--- src/rtl/sfp_pkg.sv ---
// Shared definitions for the SFP RX frame parser: K-codes, FSM states, error codes
// and the word classifier.
package sfp_pkg;

  localparam logic [7:0] K_IDLE = 8'hBC;
  localparam logic [7:0] K_SOF  = 8'hFB;
  localparam logic [7:0] K_EOF  = 8'hFD;

  localparam logic [2:0] ERR_NONE    = 3'd0;
  localparam logic [2:0] ERR_BAD_LEN = 3'd1;
  localparam logic [2:0] ERR_RESTART = 3'd2;
  localparam logic [2:0] ERR_SHORT   = 3'd3;
  localparam logic [2:0] ERR_BAD_K   = 3'd4;
  localparam logic [2:0] ERR_LONG    = 3'd5;
  localparam logic [2:0] ERR_CHKSUM  = 3'd6;

  typedef enum logic [1:0] {StIdle, StPayload, StWaitEof} state_e;

  typedef enum logic [2:0] {WcIdle, WcSof, WcEof, WcData, WcIllegal} word_class_e;

  function automatic word_class_e classify(input logic [3:0] charisk, input logic [7:0] byte0);
    word_class_e wc;
    wc = WcIllegal;
    if (charisk == 4'b0000) begin
      wc = WcData;
    end else if (charisk == 4'b0001) begin
      case (byte0)
        K_IDLE:  wc = WcIdle;
        K_SOF:   wc = WcSof;
        K_EOF:   wc = WcEof;
        default: wc = WcIllegal;
      endcase
    end
    return wc;
  endfunction

endpackage

--- src/rtl/sfp_chksum_acc.sv ---
// 16-bit payload checksum: sums both halves of each enabled 32-bit word, modulo 2^16.
module sfp_chksum_acc (
  input  logic        clk,
  input  logic        rst_n,
  input  logic        clr,
  input  logic        en,
  input  logic [31:0] din,
  output logic [15:0] sum
);

  logic [15:0] sum_q;

  always_ff @(posedge clk or negedge rst_n) begin
    if (!rst_n) begin
      sum_q <= '0;
    end else if (clr) begin
      sum_q <= '0;
    end else if (en) begin
      sum_q <= sum_q + din[31:16] + din[15:0];
    end
  end

  assign sum = sum_q;

endmodule

--- src/rtl/sfp_frame_parser.sv ---
// SFP RX frame parser: splits an aligned K-coded stream into payload words plus frame status.
// Optional checksum verification is enabled by defining SFP_RX_CHKSUM_EN.
module sfp_frame_parser #(
  parameter int unsigned MAX_LEN = 256
) (
  input  logic        clk,
  input  logic        rst_n,
  input  logic [31:0] rx_data_in,
  input  logic [3:0]  rx_charisk_in,
  output logic [31:0] m_data,
  output logic        m_valid,
  output logic        m_sof,
  output logic        m_eof,
  output logic [7:0]  m_type,
  output logic        frame_ok,
  output logic        frame_err,
  output logic [2:0]  err_code,
  output logic [15:0] ok_cnt,
  output logic [15:0] err_cnt
);
  import sfp_pkg::*;

  state_e      state_q, state_d;
  logic [15:0] cnt_q, cnt_d;
  logic        first_q, first_d;
  logic [31:0] data_q;
  logic        valid_q, valid_d, sof_q, sof_d, eof_q, eof_d;
  logic        ok_q, ok_d, err_q, err_d;
  logic [2:0]  code_q, code_d;
  logic [7:0]  type_q, type_d;
  logic [15:0] ok_cnt_q, err_cnt_q;

  word_class_e wc;
  logic [15:0] sof_len;
  logic        len_ok;
  logic        chk_ok;

  assign wc      = classify(rx_charisk_in, rx_data_in[7:0]);
  assign sof_len = rx_data_in[23:8];
  assign len_ok  = (sof_len != 16'd0) && ({16'd0, sof_len} <= MAX_LEN);

`ifdef SFP_RX_CHKSUM_EN
  logic [15:0] acc_sum;
  logic        acc_clr, acc_en;

  assign acc_clr = (wc == WcSof) && len_ok;
  assign acc_en  = (state_q == StPayload) && (wc == WcData);

  sfp_chksum_acc u_chksum_acc (
    .clk   (clk),
    .rst_n (rst_n),
    .clr   (acc_clr),
    .en    (acc_en),
    .din   (rx_data_in),
    .sum   (acc_sum)
  );

  assign chk_ok = (rx_data_in[31:16] == acc_sum);
`else
  assign chk_ok = 1'b1;
`endif

  always_comb begin
    state_d = state_q;
    cnt_d   = cnt_q;
    first_d = first_q;
    valid_d = 1'b0;
    sof_d   = 1'b0;
    eof_d   = 1'b0;
    ok_d    = 1'b0;
    err_d   = 1'b0;
    code_d  = code_q;
    type_d  = type_q;

    // A SOF is handled identically in every state; outside IDLE it also flags RESTART.
    if (wc == WcSof) begin
      if (state_q != StIdle) begin
        err_d  = 1'b1;
        code_d = ERR_RESTART;
      end
      if (len_ok) begin
        cnt_d   = sof_len;
        first_d = 1'b1;
        type_d  = rx_data_in[31:24];
        state_d = StPayload;
      end else begin
        state_d = StIdle;
        if (state_q == StIdle) begin
          err_d  = 1'b1;
          code_d = ERR_BAD_LEN;
        end
      end
    end else begin
      unique case (state_q)
        StIdle: ;
        StPayload: begin
          case (wc)
            WcData: begin
              valid_d = 1'b1;
              sof_d   = first_q;
              first_d = 1'b0;
              cnt_d   = cnt_q - 16'd1;
              if (cnt_q == 16'd1) begin
                eof_d   = 1'b1;
                state_d = StWaitEof;
              end
            end
            WcEof: begin
              err_d   = 1'b1;
              code_d  = ERR_SHORT;
              state_d = StIdle;
            end
            WcIllegal: begin
              err_d   = 1'b1;
              code_d  = ERR_BAD_K;
              state_d = StIdle;
            end
            default: ;
          endcase
        end
        StWaitEof: begin
          case (wc)
            WcEof: begin
              if (chk_ok) begin
                ok_d = 1'b1;
              end else begin
                err_d  = 1'b1;
                code_d = ERR_CHKSUM;
              end
              state_d = StIdle;
            end
            WcData: begin
              err_d   = 1'b1;
              code_d  = ERR_LONG;
              state_d = StIdle;
            end
            default: ;
          endcase
        end
        default: state_d = StIdle;
      endcase
    end
  end

  always_ff @(posedge clk or negedge rst_n) begin
    if (!rst_n) begin
      state_q   <= StIdle;
      cnt_q     <= '0;
      first_q   <= 1'b0;
      data_q    <= '0;
      valid_q   <= 1'b0;
      sof_q     <= 1'b0;
      eof_q     <= 1'b0;
      ok_q      <= 1'b0;
      err_q     <= 1'b0;
      code_q    <= ERR_NONE;
      type_q    <= '0;
      ok_cnt_q  <= '0;
      err_cnt_q <= '0;
    end else begin
      state_q <= state_d;
      cnt_q   <= cnt_d;
      first_q <= first_d;
      if (valid_d) begin
        data_q <= rx_data_in;
      end
      valid_q <= valid_d;
      sof_q   <= sof_d;
      eof_q   <= eof_d;
      ok_q    <= ok_d;
      err_q   <= err_d;
      code_q  <= code_d;
      type_q  <= type_d;
      if (ok_d && (ok_cnt_q != 16'hFFFF)) begin
        ok_cnt_q <= ok_cnt_q + 16'd1;
      end
      if (err_d && (err_cnt_q != 16'hFFFF)) begin
        err_cnt_q <= err_cnt_q + 16'd1;
      end
    end
  end

  assign m_data    = data_q;
  assign m_valid   = valid_q;
  assign m_sof     = sof_q;
  assign m_eof     = eof_q;
  assign m_type    = type_q;
  assign frame_ok  = ok_q;
  assign frame_err = err_q;
  assign err_code  = code_q;
  assign ok_cnt    = ok_cnt_q;
  assign err_cnt   = err_cnt_q;

endmodule

--- config.mk ---
export PLATFORM = sky130hd
export DESIGN_NAME = sfp_frame_parser
export DESIGN_NICKNAME = d
export VERILOG_FILES = /design/src/rtl/sfp_pkg.sv /design/src/rtl/sfp_chksum_acc.sv /design/src/rtl/sfp_frame_parser.sv
export SDC_FILE = /design/constraint.sdc
export NUM_CORES = 1
export LEC_CHECK = 0
export ABC_CLOCK_PERIOD_IN_PS = 2200
export CORE_ASPECT_RATIO = 1.4
export CORE_MARGIN = 3
export CORE_UTILIZATION = 35
export CTS_CLUSTER_SIZE = 8
export DETAILED_ROUTE_END_ITERATION = 6
export PLACE_DENSITY_LB_ADDON = 0.08
export SETUP_SLACK_MARGIN = 0.4
export SLEW_MARGIN = 40
export SYNTH_ARGS = -nofsm -noshare
export SYNTH_HDL_FRONTEND = slang
export SYNTH_HIERARCHICAL = 1
export SYNTH_SLANG_ARGS = --single-unit
--- constraint.sdc ---
create_clock -name clk -period 2.2 [get_ports clk]
set_clock_uncertainty 0.1 [all_clocks]
set_input_delay 0.66 -clock clk [delete_from_list [all_inputs] [get_ports clk]]
set_output_delay 0.66 -clock clk [all_outputs]
set_load 0.05 [all_outputs]
==> results.sh <==
export IMPL_syn_inst=494
export IMPL_ant_nets=0
export IMPL_period_minus_slack_ns=2.16
export IMPL_drt_iter0_markers=188
export IMPL_synth_nets=539
export IMPL_clkTransAtPathRegs_ns=0.07
export IMPL_chipWidth_um=104
export IMPL_grt_use_met2=0.359
export IMPL_fp_dieArea_sq_mm=0.0149
export IMPL_routed_wl_um=15100
export IMPL_fin_area_sq_mm=0.00833
export IMPL_yosys_area_share_xor_xnor=0.0539
export IMPL_synth_top_family_by_area="simple AND/OR/NAND/NOR gates"
export IMPL_cellLeakagePower_nw=4.02
export IMPL_drive_gt1_frac=0.533
export IMPL_setup_violations=0
export IMPL_rows=49
export IMPL_gr_max_usage_layer="met2"
export IMPL_root_buffer="clkbuf_16"
export IMPL_synthMuxAreaShare=0.0287
export IMPL_vias=4611
export IMPL_power_total_mw=3.61
export IMPL_critPathMaxStageDelay_ns=0.33
export IMPL_final_max_slew_viol_count=0
export IMPL_postSynth_asyncResetShare=1.00
export IMPL_synthToLayoutAreaGrowth_pct=76.9
export IMPL_post_drt_wl_per_cell_um=16.1
export IMPL_first_pass_iters=5
export IMPL_timing_fmax_mhz=462
export IMPL_cts_max_level=3
export IMPL_synthAdderAreaFrac=0.0186
export IMPL_crit_type="input pin to register"
export IMPL_clk_path_buf_depth=2
export IMPL_numCtsBuffers=9
export IMPL_hold_violations=0
export IMPL_tightest_slew_ns=0.375
export IMPL_antenna_found_initial=0
export IMPL_fin_nets=798
export IMPL_drc=0
export IMPL_critPathMaxFanout=7
export IMPL_crit_required_ns=2.33
export IMPL_ioPinCount=118
export IMPL_gp_congestion=0.855
export IMPL_crit_family="simple AND/OR/NAND/NOR gates"
export IMPL_cap_violations=0
export IMPL_fin_crit_sh=0.984
export IMPL_fp_coreArea_sq_mm=0.0130
export IMPL_placed_cell_area_sq_mm=0.00666
export IMPL_crit_chain="buf_8 > nor4_4 > nand3_1 > nand4b_1 > buf_6 > nor2_4 > nor4b_4 > buf_6 > nand3_2 > xnor2_2"
export IMPL_rsz0062_at_grt="yes"
export IMPL_ir_worst_vdd_v=0.000339
export IMPL_yosysTopAreaCell="dfrtp_1"
export IMPL_worst_path_max_delay_cell="nor4_4"
export IMPL_ys_warn_count=6
export IMPL_grt_max_degree=33
export IMPL_portBuffers=117
export IMPL_grt_usage=0.199
export IMPL_status="finished clean"
export IMPL_die_h_um=143
export IMPL_hp_class="input pin to asynchronous set/reset pin"
export IMPL_synth_area_top_cells="dfrtp_1 53%, nand2_1 9.6%, xnor2_1 4.6%"
export IMPL_synth_compound_area_share=0.0967
export IMPL_whs_ns=0.116
export IMPL_num_antenna_cells=0
export IMPL_grtUsageMet3=0.0403
export IMPL_overflow=0
export IMPL_start_util=0.362
export IMPL_crit_buf_inv=3
export IMPL_yosys_area_share_simple=0.252
export IMPL_tns_ns=0
export IMPL_synth_edff_count=0
export IMPL_cts_tree="built"
export IMPL_critical_path_most_common_cell="buf_6"
export IMPL_end_kind="register"
export IMPL_syn_area_sq_mm=0.00471
export IMPL_synth_most_common_cell="nand2_1"
export IMPL_crit_arrival_ns=2.29
export IMPL_avgSynthCellArea_sq_um=9.53
export IMPL_ys_seq_area_frac=0.526
export IMPL_grt_use_met1=0.239
export IMPL_synth_flop_cell="dfrtp_1"
export IMPL_hpwl_um=9840
export IMPL_insertion_delay_ns=0.34
export IMPL_grt_pass1_vias=4842
export IMPL_synth_common_cells="120 x nand2_1, 99 x dfrtp_1, 28 x nor2_1"
export IMPL_synth_cell_types=51
export IMPL_clock_sinks=99
export IMPL_pwr_density_cell_mw_per_mm2=433
export IMPL_synth_top_cell_area_share=0.526
export IMPL_ys_ff_latch=99
export IMPL_cp_start_kind="input pin"
export IMPL_grt_first_pass_wirelength_um=24200
export IMPL_vias_per_cell=4.93
export IMPL_slew_headroom=0.750
cell usage in the layout (no fill, tap or decap), drive strengths merged, types with 5 or more instances in the layout:
cell type      instances
a21oi                 17
a31oi                  9
and3                  11
buf                  243
clkbuf                12
clkdlybuf4s15          5
clkdlybuf4s50          8
dfrtp                 99
dlygate4sd2            5
ha                     7
inv                   14
mux2                  12
nand2                120
nand3                 27
nand4                 15
nor2                  32
nor3                  13
nor4                   8
o21ai                 22
o22a                   5
xnor2                 25
final cells by class:
class | count | area, sq um
tap | 178 | 223
timing repair buffer | 263 | 2400
clock buffer | 10 | 229
clock inverter | 6 | 48.8
sequential | 99 | 2500
inverter | 13 | 56.3
fill | 1100 | 4670
multi-input combinational | 367 | 2870
worst reg2reg max path: stages, from the launching register on:
cell,delay (ns)
dfrtp_1,0.39
inv_2,0.09
ha_4,0.15
inv_4,0.04
o21ai_2,0.14
a31oi_1,0.08
a2bb2oi_2,0.17
buf_6,0.14
nor4_4,0.26
buf_6,0.19
mux2_4,0.31
stage by stage:
stage | worst slack [ns] | instances | utilization
after floorplan | -0.263 | 494 | -
after global placement | -0.808 | 851 | 0.512
after detailed placement | -0.821 | 851 | 0.512
after CTS | 0.0168 | 920 | 0.598
after global routing | -0.0281 | 936 | 0.641
final | 0.0360 | 936 | 0.641
timing repair:
action / CTS / global route
endpoints found under the hold margin: 0 / 0
cloned: 3 / 1
pin swaps: 74 / 50
setup buffers: 50 / 15
resized for setup: 218 / 102
endpoints found under the setup margin: 106 / 115
hold buffers: 0 / 0
sequential cells by signal, indices dropped and copies added (netlist names):
name       cells
m_eof          1
frame_err      1
err_cnt       16
cnt_q         16
m_sof          1
m_data        32
first_q        1
m_type         8
m_valid        1
state_q        2
ok_cnt        16
err_code       3
frame_ok       1
report_power, final:
part	leakage, nW	internal [mW]	switching (mW)
combinational	2.56	0.150	0.135
clock	0.126	0.778	0.727
sequential	1.33	1.82	0.000443
total	4.02	2.75	0.862
routing by layer:
metal | vias to the layer above | part of all wire
met3 | 18 | 0.042
met4 | 0 | 0.015
met1 | 2244 | 0.40
li1 | 2241 | -
met2 | 108 | 0.54
met5 | - | 0
final timing paths:
kind	start	to	slack, ns	cells after the start
max reg2reg	state_q[0]	err_cnt[1]	0.04	10
min reg2reg	m_data[15]	m_data[15]	0.38	2
max	rx_data_in[9]	err_cnt[7]	0.04	10
max in group asynchronous	rst_n	m_data[4]	1.29	2
min	rst_n	m_data[15]	0.12	1
min in group clk	m_data[15]	m_data[15]	0.38	2
cells by family (layout without fill, tap and decap cells):
kind of cell    count (synthesis)  after routing
xor+xnor                       29             29
compound gates                 73             73
simple gates                  244            246
flops                          99             99
fa+ha+maj                       7              7
buf+inv                        30            292
mux                            12             12
Power figures use the tool's default switching activity.
